`src/rtl/stream_pkg.sv`:
```
// stream_pkg: occupancy encoding and default widths for fifo_stream_drain.
package stream_pkg;
  localparam int WIDTH_DEF = 8;
  localparam int CNT_W_DEF = 16;
  typedef enum logic [1:0] {EMPTY = 2'd0, ONE = 2'd1, TWO = 2'd2} occ_e;
endpackage

```
`src/rtl/fifo_out_buf.sv`:
```
// fifo_out_buf: 2-entry head/tail register pair; shift moves tail into head.
import stream_pkg::*;
module fifo_out_buf #(
  parameter int WIDTH = WIDTH_DEF
) (
  input  logic             clk_i,
  input  logic             reset_i,
  input  logic             load_head_i,
  input  logic             load_tail_i,
  input  logic             shift_i,
  input  logic [WIDTH-1:0] din_i,
  output logic [WIDTH-1:0] head_o
);
  logic [WIDTH-1:0] head_q, head_d, tail_q, tail_d;
  always_comb begin
    head_d = shift_i ? tail_q : load_head_i ? din_i : head_q;
    tail_d = load_tail_i ? din_i : tail_q;
  end
  always_ff @(posedge clk_i or posedge reset_i)
    if (reset_i) begin
      head_q <= '0;
      tail_q <= '0;
    end else begin
      head_q <= head_d;
      tail_q <= tail_d;
    end
  assign head_o = head_q;
endmodule

```
`src/rtl/fifo_stream_drain.sv`:
```
// fifo_stream_drain: pops a FIFO and re-presents words on a registered valid/ready stream.
// Define STREAM_STATS_EN to add the delivered-word counter m_count_o.
import stream_pkg::*;
module fifo_stream_drain #(
  parameter int WIDTH = WIDTH_DEF
`ifdef STREAM_STATS_EN
  , parameter int CNT_W = CNT_W_DEF
`endif
) (
  input  logic             clk_i,
  input  logic             reset_i,
  input  logic             fifo_empty_i,
  output logic             fifo_pop_o,
  input  logic [WIDTH-1:0] fifo_data_i,
  input  logic             flush_i,
  output logic             m_valid_o,
  input  logic             m_ready_i,
  output logic [WIDTH-1:0] m_data_o
`ifdef STREAM_STATS_EN
  , output logic [CNT_W-1:0] m_count_o
`endif
);
  occ_e state_q, state_d;
  logic valid_q, valid_d, pop, take, load_head, load_tail, shift;
  assign pop = !fifo_empty_i && state_q != TWO && !flush_i && !reset_i;
  assign take = valid_q && m_ready_i;
  assign fifo_pop_o = pop;
  assign m_valid_o = valid_q;
  always_comb begin
    state_d = state_q;
    load_head = 1'b0;
    load_tail = 1'b0;
    shift = 1'b0;
    if (flush_i) state_d = EMPTY;
    else case (state_q)
      EMPTY: if (pop) begin
        state_d = ONE;
        load_head = 1'b1;
      end
      ONE: begin
        state_d = (pop && !take) ? TWO : (take && !pop) ? EMPTY : ONE;
        load_head = pop && take;
        load_tail = pop && !take;
      end
      TWO: if (take) begin
        state_d = ONE;
        shift = 1'b1;
      end
      default: state_d = EMPTY;
    endcase
    valid_d = state_d != EMPTY;
  end
  always_ff @(posedge clk_i or posedge reset_i)
    if (reset_i) begin
      state_q <= EMPTY;
      valid_q <= 1'b0;
    end else begin
      state_q <= state_d;
      valid_q <= valid_d;
    end
  fifo_out_buf #(.WIDTH(WIDTH)) u_buf (
    .clk_i      (clk_i),
    .reset_i    (reset_i),
    .load_head_i(load_head),
    .load_tail_i(load_tail),
    .shift_i    (shift),
    .din_i      (fifo_data_i),
    .head_o     (m_data_o)
  );
`ifdef STREAM_STATS_EN
  // Counts takes even in a flush cycle; only reset clears it.
  logic [CNT_W-1:0] count_q, count_d;
  always_comb count_d = take ? count_q + 1'b1 : count_q;
  always_ff @(posedge clk_i or posedge reset_i)
    if (reset_i) count_q <= '0;
    else count_q <= count_d;
  assign m_count_o = count_q;
`endif
endmodule

```
`config.mk`:
```
export PLATFORM = sky130hd
export DESIGN_NAME = fifo_stream_drain
export DESIGN_NICKNAME = d
export VERILOG_FILES = /design/src/rtl/stream_pkg.sv /design/src/rtl/fifo_out_buf.sv /design/src/rtl/fifo_stream_drain.sv
export SDC_FILE = /design/constraint.sdc
export NUM_CORES = 1
export LEC_CHECK = 0
export BUFFER_PORTS_ARGS = -buffer_cell sky130_fd_sc_hd__clkbuf_2
export CAP_MARGIN = 20
export CORE_UTILIZATION = 40
export CTS_CLUSTER_SIZE = 24
export DETAILED_ROUTE_END_ITERATION = 8
export GPL_TIMING_DRIVEN = 1
export PLACE_DENSITY = 0.61
export SLEW_MARGIN = 0
export SYNTH_ARGS = -nofsm -noshare
export SYNTH_HDL_FRONTEND = slang
export SYNTH_SLANG_ARGS = --single-unit
```
`constraint.sdc`:
```
create_clock -name clk_i -period 2.3 [get_ports clk_i]
set_input_delay 0.23 -clock clk_i [delete_from_list [all_inputs] [get_ports clk_i]]
set_output_delay 0.23 -clock clk_i [all_outputs]
set_load 0.02 [all_outputs]
```
# Word level (Yosys, flattened, before mapping)
# Index checks and enable logic that the tools add are counted.
# W data, S select, Z words.
# word_totals
output_inout_bits,10
wordCells,38
in_bits,13
regBits,19
# classes
mux,16
n_reduce_logical,15
n_eq_ne,3
# ops
operator,n
$mux W8,2
$mux W1,8
$mux W2,4
$logic_and A1 B1 Y1,7
$pmux W2 S3,1
$logic_not A1 Y1,5
$reduce_bool A2 Y1,2
$eq A2 B1 Y1 const B,1
$eq A2 B2 Y1 const B,1
$logic_not A2 Y1,1
$ne A2 B2 Y1 const B,1
$pmux W1 S2,1

# Depth between registers and ports, before layout
# Gate-level depths: netlist (run 1).
# logic_depth
ltp_word,11
depth_mapped,7
ltp_nobuf,7

# Hierarchy
# A second synthesis (run 1) with hierarchy kept.
# hier_totals
hier_cells,78
area_unflattened_um2,938.4
# modules_own_cells
mod,seq_area_each_um2,instances,area_each_um2,cells_per_inst
fifo_out_buf,400.4,1,708.2,52
fifo_stream_drain,75.1,1,230.2,26

# Worst setup path after synthesis (run 1)
# No wires, ideal clock.
# synth_path
path_kind,in2reg
start,input port flush_i
end,register u_buf.tail_q[0]
t_arrival_ns,1.954
slack_ns,0.221
cell_stages,6
n_path_buf,0
setup_time_ns,0.125
required_time_ns,2.175
path_cell_list,or3_4 -> nor2_1 -> ha_1 -> nand3b_1 -> nor2_2 -> mux2_2
# synth_via
elab_chain_len,6
# synth_lines
element,line_no,rtl
start: declaration,fifo_stream_drain.sv:15,"input logic flush_i,"
$logic_not A1 Y1,fifo_stream_drain.sv:25,assign pop = !fifo_empty_i && state_q != TWO && !flush_i && !reset_i;
$logic_and A1 B1 Y1 (2 in series),fifo_stream_drain.sv:25,
net fifo_pop_o,fifo_stream_drain.sv:13,"output logic fifo_pop_o,"
$logic_and A1 B1 Y1,fifo_stream_drain.sv:43,load_tail = pop && !take;
$mux W1,fifo_stream_drain.sv:35,else case (state_q)
$mux W1,fifo_stream_drain.sv:34,if (flush_i) state_d = EMPTY;
end signal: assignment,fifo_out_buf.sv:25,tail_q <= tail_d;
end: declaration,fifo_out_buf.sv:14,"logic [WIDTH-1:0] head_q, head_d, tail_q, tail_d;"
# The timed path passes the listed nets, and every way through them passes these cells.
# A chain may end at the register's enable or synchronous reset.

# Worst setup path after layout (run 1)
# layout_path
start,register state_q[0]
end,register u_buf.head_q[2] (netlist: u_buf.head_o[2])
# layout_via
elab_chain_len,8
elab_cells_between_ends,15
classes_between,eq/ne (3); mux (6); reduce/logical (6)
# layout_lines
element,line_no,rtl
start: declaration,fifo_stream_drain.sv:23,"occ_e state_q, state_d;"
start signal: assignment,fifo_stream_drain.sv:58,state_q <= state_d;
$ne A2 B2 Y1,fifo_stream_drain.sv:25,
$logic_and A1 B1 Y1 (3 in series),fifo_stream_drain.sv:25,
$mux W1 / $logic_and A1 B1 Y1 (equally long branches),"fifo_stream_drain.sv:36, fifo_stream_drain.sv:42",
$pmux W1 S2,fifo_stream_drain.sv:35,
$mux W1,fifo_stream_drain.sv:34,
$reduce_bool A2 Y1 (no source line),--,
end signal: assignment,fifo_out_buf.sv:21,head_q <= '0;
end signal: assignment,fifo_out_buf.sv:24,head_q <= head_d;
end: declaration,fifo_out_buf.sv:14,
# Several ways; a longest one is shown, not always the timed one.

==> results.cfg, run 1 <==
[outcome]
status = complete, no violations

[worst_setup_path]
crit_fanout = 7
cp.required_ps = 2480
worstReg2RegEnd = u_buf.head_o[2]$_DFFE_PP0P_
critPathKind = reg2reg
rrSetupSlack_ps = 240
r2r-start = state_q[0]$_DFF_PP0_
ff2ff_path_depth = 8
start_kind = flop
end_kind = flop
arrival_ps = 2240

[sta]
finalCritPeriodShare_pct = 89.4
hold_viol_final = 0
fin_skew_ps = 11.5
finalSetupViolCount = 0
rsz0062_at_grt = false
max_slew_margin_pct = 53.5
final.setup.tns_ps = 0
tightest_slew_ps = 697
fin_crit_ps = 2060
drv_slew = 0
hold_slack_ps = 17.2
fmax_ghz = 0.486

[power_and_ir_drop]
p_clk_share_pct = 23.1
pwr_density_cell_nw_per_um2 = 677
vdd_drop_max_mv = 0.565
sequentialPowerShare_pct = 55.7
switching_share_pct = 29.2
switchingPower_mw = 0.215
leakagePower_nw = 0.523
p_comb_share_pct = 21.2
p_int_mw = 0.522

[synthesis]
synth-warning-count = 0
yosys.cell_types.count = 18
syn_nets = 81
yosysSeqAreaShare_pct = 52.4
synth_area_um2 = 907
ys_ff_latch = 19
async_flop_share_pct = 100
ys.flop_type = dfrtp_1
syn_avg_cell_area_um2 = 13.7
synth_edf_count = 0
netlist_instances = 66

[global_route]
antenna_found_initial = 0
grt_use_total_pct = 14.4
globalRoute.totalOverflow = 0
grt_pass1_wl_mm = 2.71
grt_util_met3_pct = 4.94
globalRouteMet1Util_pct = 18.3
grt_max_degree = 20
gr-max-usage-layer = met2
grt_use_met2_pct = 24.3
first_global_vias = 604

[routing]
drt_wl_total_mm = 1.52
dr.pass1.iters = 2
via_per_inst = 4.99
vias = 599
wire_per_inst_um = 12.7
drc = 0
drt_iter0_markers = 2
postRouteAntennaNets = 0

[layout]
areaGrowthSynthToFinish_pct = 20.0
fin_nets = 109
drive_gt1_share_pct = 51.6
fin_cells = 120
antenna_cells = 0
layout_common_cells = 22 x clkbuf_2, 19 x dfrtp_1, 16 x mux2_2, 8 x mux2_1
layout_commonest_cell = clkbuf_2

[cts]
clock_sinks = 19
cts_buffers = 3
cts_max_level = 1
root_buffer = clkbuf_4
cts_setup_buffers = 0
cts_hold_buf = 0
tritoncts = yes
clk_pin_slew_worst_paths_ps = 120
ctsResizeCount = 0
clkLatencyLatePin_ps = 300
clk_path_buf_depth = 2

[die]
die-height_um = 49.6
placementRows = 16
coreArea_um2 = 2040
die_w_um = 49.6
initial_utilization_pct = 44.4
io_pins = 23
die_area_um2 = 2460

[job]
cap_violations = 0

[placed_design]
place_congestion = 0.773
dp_cells = 116
dp_hpwl_mm = 1.18
io_buffer_count = 22

[hold_path]
holdCritPathClass = in2async
## cell type report
cell class	count	area [um2]
clock buffer	3	22.5
sequential	19	475
tap	27	33.8
clock inverter	1	7.51
fill	184	953
multi-input combinational	45	424
inverter	2	7.51
timing repair buffer	23	118
## synth_stat cells (2+ instances only)
library cell,count,share of area [%]
a21oi_1,2,1.1
nor2_2,3,2.1
dfrtp_1,19,52
nand2_1,2,0.83
nor2_1,2,0.83
mux2_2,16,20
nand3b_1,2,1.7
mux2_1,8,9.9
ha_1,2,2.8
inv_1,2,0.83
## worst max-delay path: stages (launching register included)
cell and delay [ps]:
dfrtp_1 490, and2b_1 230, nor2_1 190, ha_1 190, nand3b_1 80, a21oi_1 190
nor2_2 90, buf_4 170, mux2_1 310
## state kept, by name, summed over array words and instances, names as in the netlist
register	cells
u_buf.tail_q	8
state_q	2
m_valid_o	1
u_buf.head_o	8
## power by group through the flow
stage	Clock (mW)	Combinational, mW	Sequential [mW]
detailed placement	0	0.159	0.418
CTS	0.178	0.160	0.411
global route	0.190	0.171	0.419
floorplan	0	0.0611	0.455
global placement	0	0.158	0.416
finish	0.170	0.156	0.411
## stage by stage
step / power [mW] / setup slack [ps] / instance area (um2) / util, %
finish: 0.737 / 244 / 1090 / 53.3
global route: 0.780 / 74.7 / 1090 / 53.3
CTS: 0.749 / 234 / 1090 / 53.3
detailed placement: 0.578 / 124 / 1060 / 51.8
global placement: 0.574 / 185 / 1060 / 51.8
floorplan: 0.517 / 221 / 907 / -
## cells by family (layout without fill, tap and decap cells)
group	count (synthesis)	in the layout	share of synthesized area, %
buf+inv	2	29	0.828
compound gates	5	5	3.31
flops	19	19	52.4
simple gates	14	14	10.9
mux	24	24	29.8
fa+ha+maj	2	2	2.76
## layer usage
| metal | part of all wire, % | vias to the layer above | routed length, um |
|---|---|---|---|
| met5 | 0 | - | 0 |
| met4 | 0 | 0 | 0 |
| met3 | 3.4 | 0 | 52 |
| met2 | 49 | 13 | 746 |
| met1 | 48 | 288 | 723 |
| li1 | - | 298 | - |
## worst max path at each step
stage | start | to | slack (ps) | depth (start not counted)
3_5_place_dp | flush_i | u_buf.tail_q[4]$_DFFE_PP0P_ | 120 | 7
4_1_cts | state_q[0]$_DFF_PP0_ | u_buf.head_o[2]$_DFFE_PP0P_ | 230 | 8
6_report | state_q[0]$_DFF_PP0_ | u_buf.head_o[2]$_DFFE_PP0P_ | 240 | 8
5_1_grt | state_q[0]$_DFF_PP0_ | u_buf.tail_q[7]$_DFFE_PP0P_ | 70 | 6
2_1_floorplan | flush_i | u_buf.tail_q[0]$_DFFE_PP0P_ | 220 | 6
3_3_place_gp | flush_i | u_buf.tail_q[4]$_DFFE_PP0P_ | 190 | 7
(Power assumes the default switching activity.)
==> inputs of run 2 (changes only) <==
- CELL_PAD_IN_SITES_DETAIL_PLACEMENT: unset -> 1
- CELL_PAD_IN_SITES_GLOBAL_PLACEMENT: unset -> 2
- CORE_UTILIZATION: 40 -> 34
- PLACE_DENSITY: 0.61 -> 0.75
==> results.cfg, run 2 (synthesis results as in run 1) <==
[worst_setup_path]
crit_fanout = 8
crit_chain = and2b_1, nor2_1, ha_1, nand3b_1, nor2_2, mux2_2
worstReg2RegEnd = u_buf.tail_q[5]$_DFFE_PP0P_
arrival_ps = 2230
ff2ff_path_depth = 6
rrSetupSlack_ps = 260
end_kind = flop
path_delay_family = simple AND/OR/NAND/NOR gates
max_stage_delay_ps = 490
path_buf_inv = 0
cp.required_ps = 2490
r2r-start = state_q[0]$_DFF_PP0_
critPathKind = reg2reg
start_kind = flop
slowest_stage = dfrtp_1

[global_route]
grt_max_degree = 20
globalRoute.totalOverflow = 0
first_global_vias = 611
antenna_found_initial = 0
grt_pass1_wl_mm = 2.90
grt_use_total_pct = 14.5

[die]
die-height_um = 53.7
initial_utilization_pct = 36.3
die_area_um2 = 2880
coreArea_um2 = 2500
placementRows = 18
io_pins = 23
die_w_um = 53.7

[sta]
hold_viol_final = 0
fin_crit_ps = 2040
fmax_ghz = 0.489
final.setup.tns_ps = 0
finalSetupViolCount = 0
drv_slew = 0
tightest_slew_ps = 713
finalCritPeriodShare_pct = 88.9
fin_skew_ps = 11.3
max_slew_margin_pct = 52.4
rsz0062_at_grt = false

[cts]
clock_sinks = 19
clkLatencyLatePin_ps = 300
ctsResizeCount = 0
clk_pin_slew_worst_paths_ps = 120
root_buffer = clkbuf_4
cts_hold_buf = 0
cts_buffers = 3
cts_setup_buffers = 0
clk_path_buf_depth = 2
tritoncts = yes
cts_max_level = 1

[layout]
layout_common_cells = 22 x clkbuf_2, 19 x dfrtp_1, 16 x mux2_2, 8 x mux2_1
areaGrowthSynthToFinish_pct = 20.1
finish.utilization_pct = 43.6
fin_nets = 109
fin_area_um2 = 1090
antenna_cells = 0
layout_commonest_cell = clkbuf_2
drive_gt1_share_pct = 51.6

[routing]
drc = 0
postRouteAntennaNets = 0
wire_per_inst_um = 13.6
vias = 615
drt_wl_total_mm = 1.67
via_per_inst = 5.00
dr.pass1.iters = 4
drt_iter0_markers = 3

[outcome]
status = complete, no violations

[job]
cap_violations = 0

[placed_design]
place_area_um2 = 1060
dp_hpwl_mm = 1.29
io_buffer_count = 22
place_congestion = 0.758

[power_and_ir_drop]
vdd_drop_max_mv = 0.506
pwr_density_cell_nw_per_um2 = 678
leakagePower_nw = 0.527

[hold_path]
holdCritPathClass = in2async
==> run 2: per-stage QoR <==
stage	instances	hold WS, ps	power (mW)	worst slack, ps
after floorplan	66	181	0.517	221
after global placement	119	400	0.575	165
after detailed placement	119	390	0.580	129
after CTS	123	40.6	0.756	238
after global routing	123	78.9	0.787	143
final	123	20.4	0.739	256
==> run 2: cell type report <==
| cell class | instances | area [um2] |
|---|---|---|
| clock buffers | 3 | 22.5 |
| clock inverters | 1 | 5.00 |
| fillers | 277 | 1410 |
| inverters | 2 | 7.51 |
| multi-input cells | 45 | 424 |
| flip-flops and latches | 19 | 475 |
| well taps | 30 | 37.5 |
| repair buffers | 23 | 118 |
==> run 2: routing by layer <==
layer	global-route usage (%)	wire length (um)	vias to the layer above	share of wire [%]
li1	-	-	292	-
met2	25.6	870	15	52
met3	5.08	77	0	4.6
met4	2.63	0	0	0
met1	17.0	724	308	43
met5	0	0	-	0
==> run 2: how the worst max path moves through the flow <==
stage                              start                          end  slack [ps]  cells past startpoint
floorplan                        flush_i  u_buf.tail_q[0]$_DFFE_PP0P_         220                      6
global placement                 flush_i  u_buf.tail_q[5]$_DFFE_PP0P_         170                      7
detailed placement               flush_i  u_buf.tail_q[1]$_DFFE_PP0P_         130                      7
CTS                 state_q[0]$_DFF_PP0_  u_buf.tail_q[5]$_DFFE_PP0P_         240                      6
global route        state_q[0]$_DFF_PP0_  u_buf.tail_q[5]$_DFFE_PP0P_         140                      6
finish              state_q[0]$_DFF_PP0_  u_buf.tail_q[5]$_DFFE_PP0P_         260                      6
==> run 2: power by group <==
part           internal [mW]  leakage [nW]  switching, mW
clock network         0.0647        0.0177          0.104
logic                 0.0706         0.266         0.0873
registers              0.385         0.243         0.0269
total                  0.521         0.527          0.218
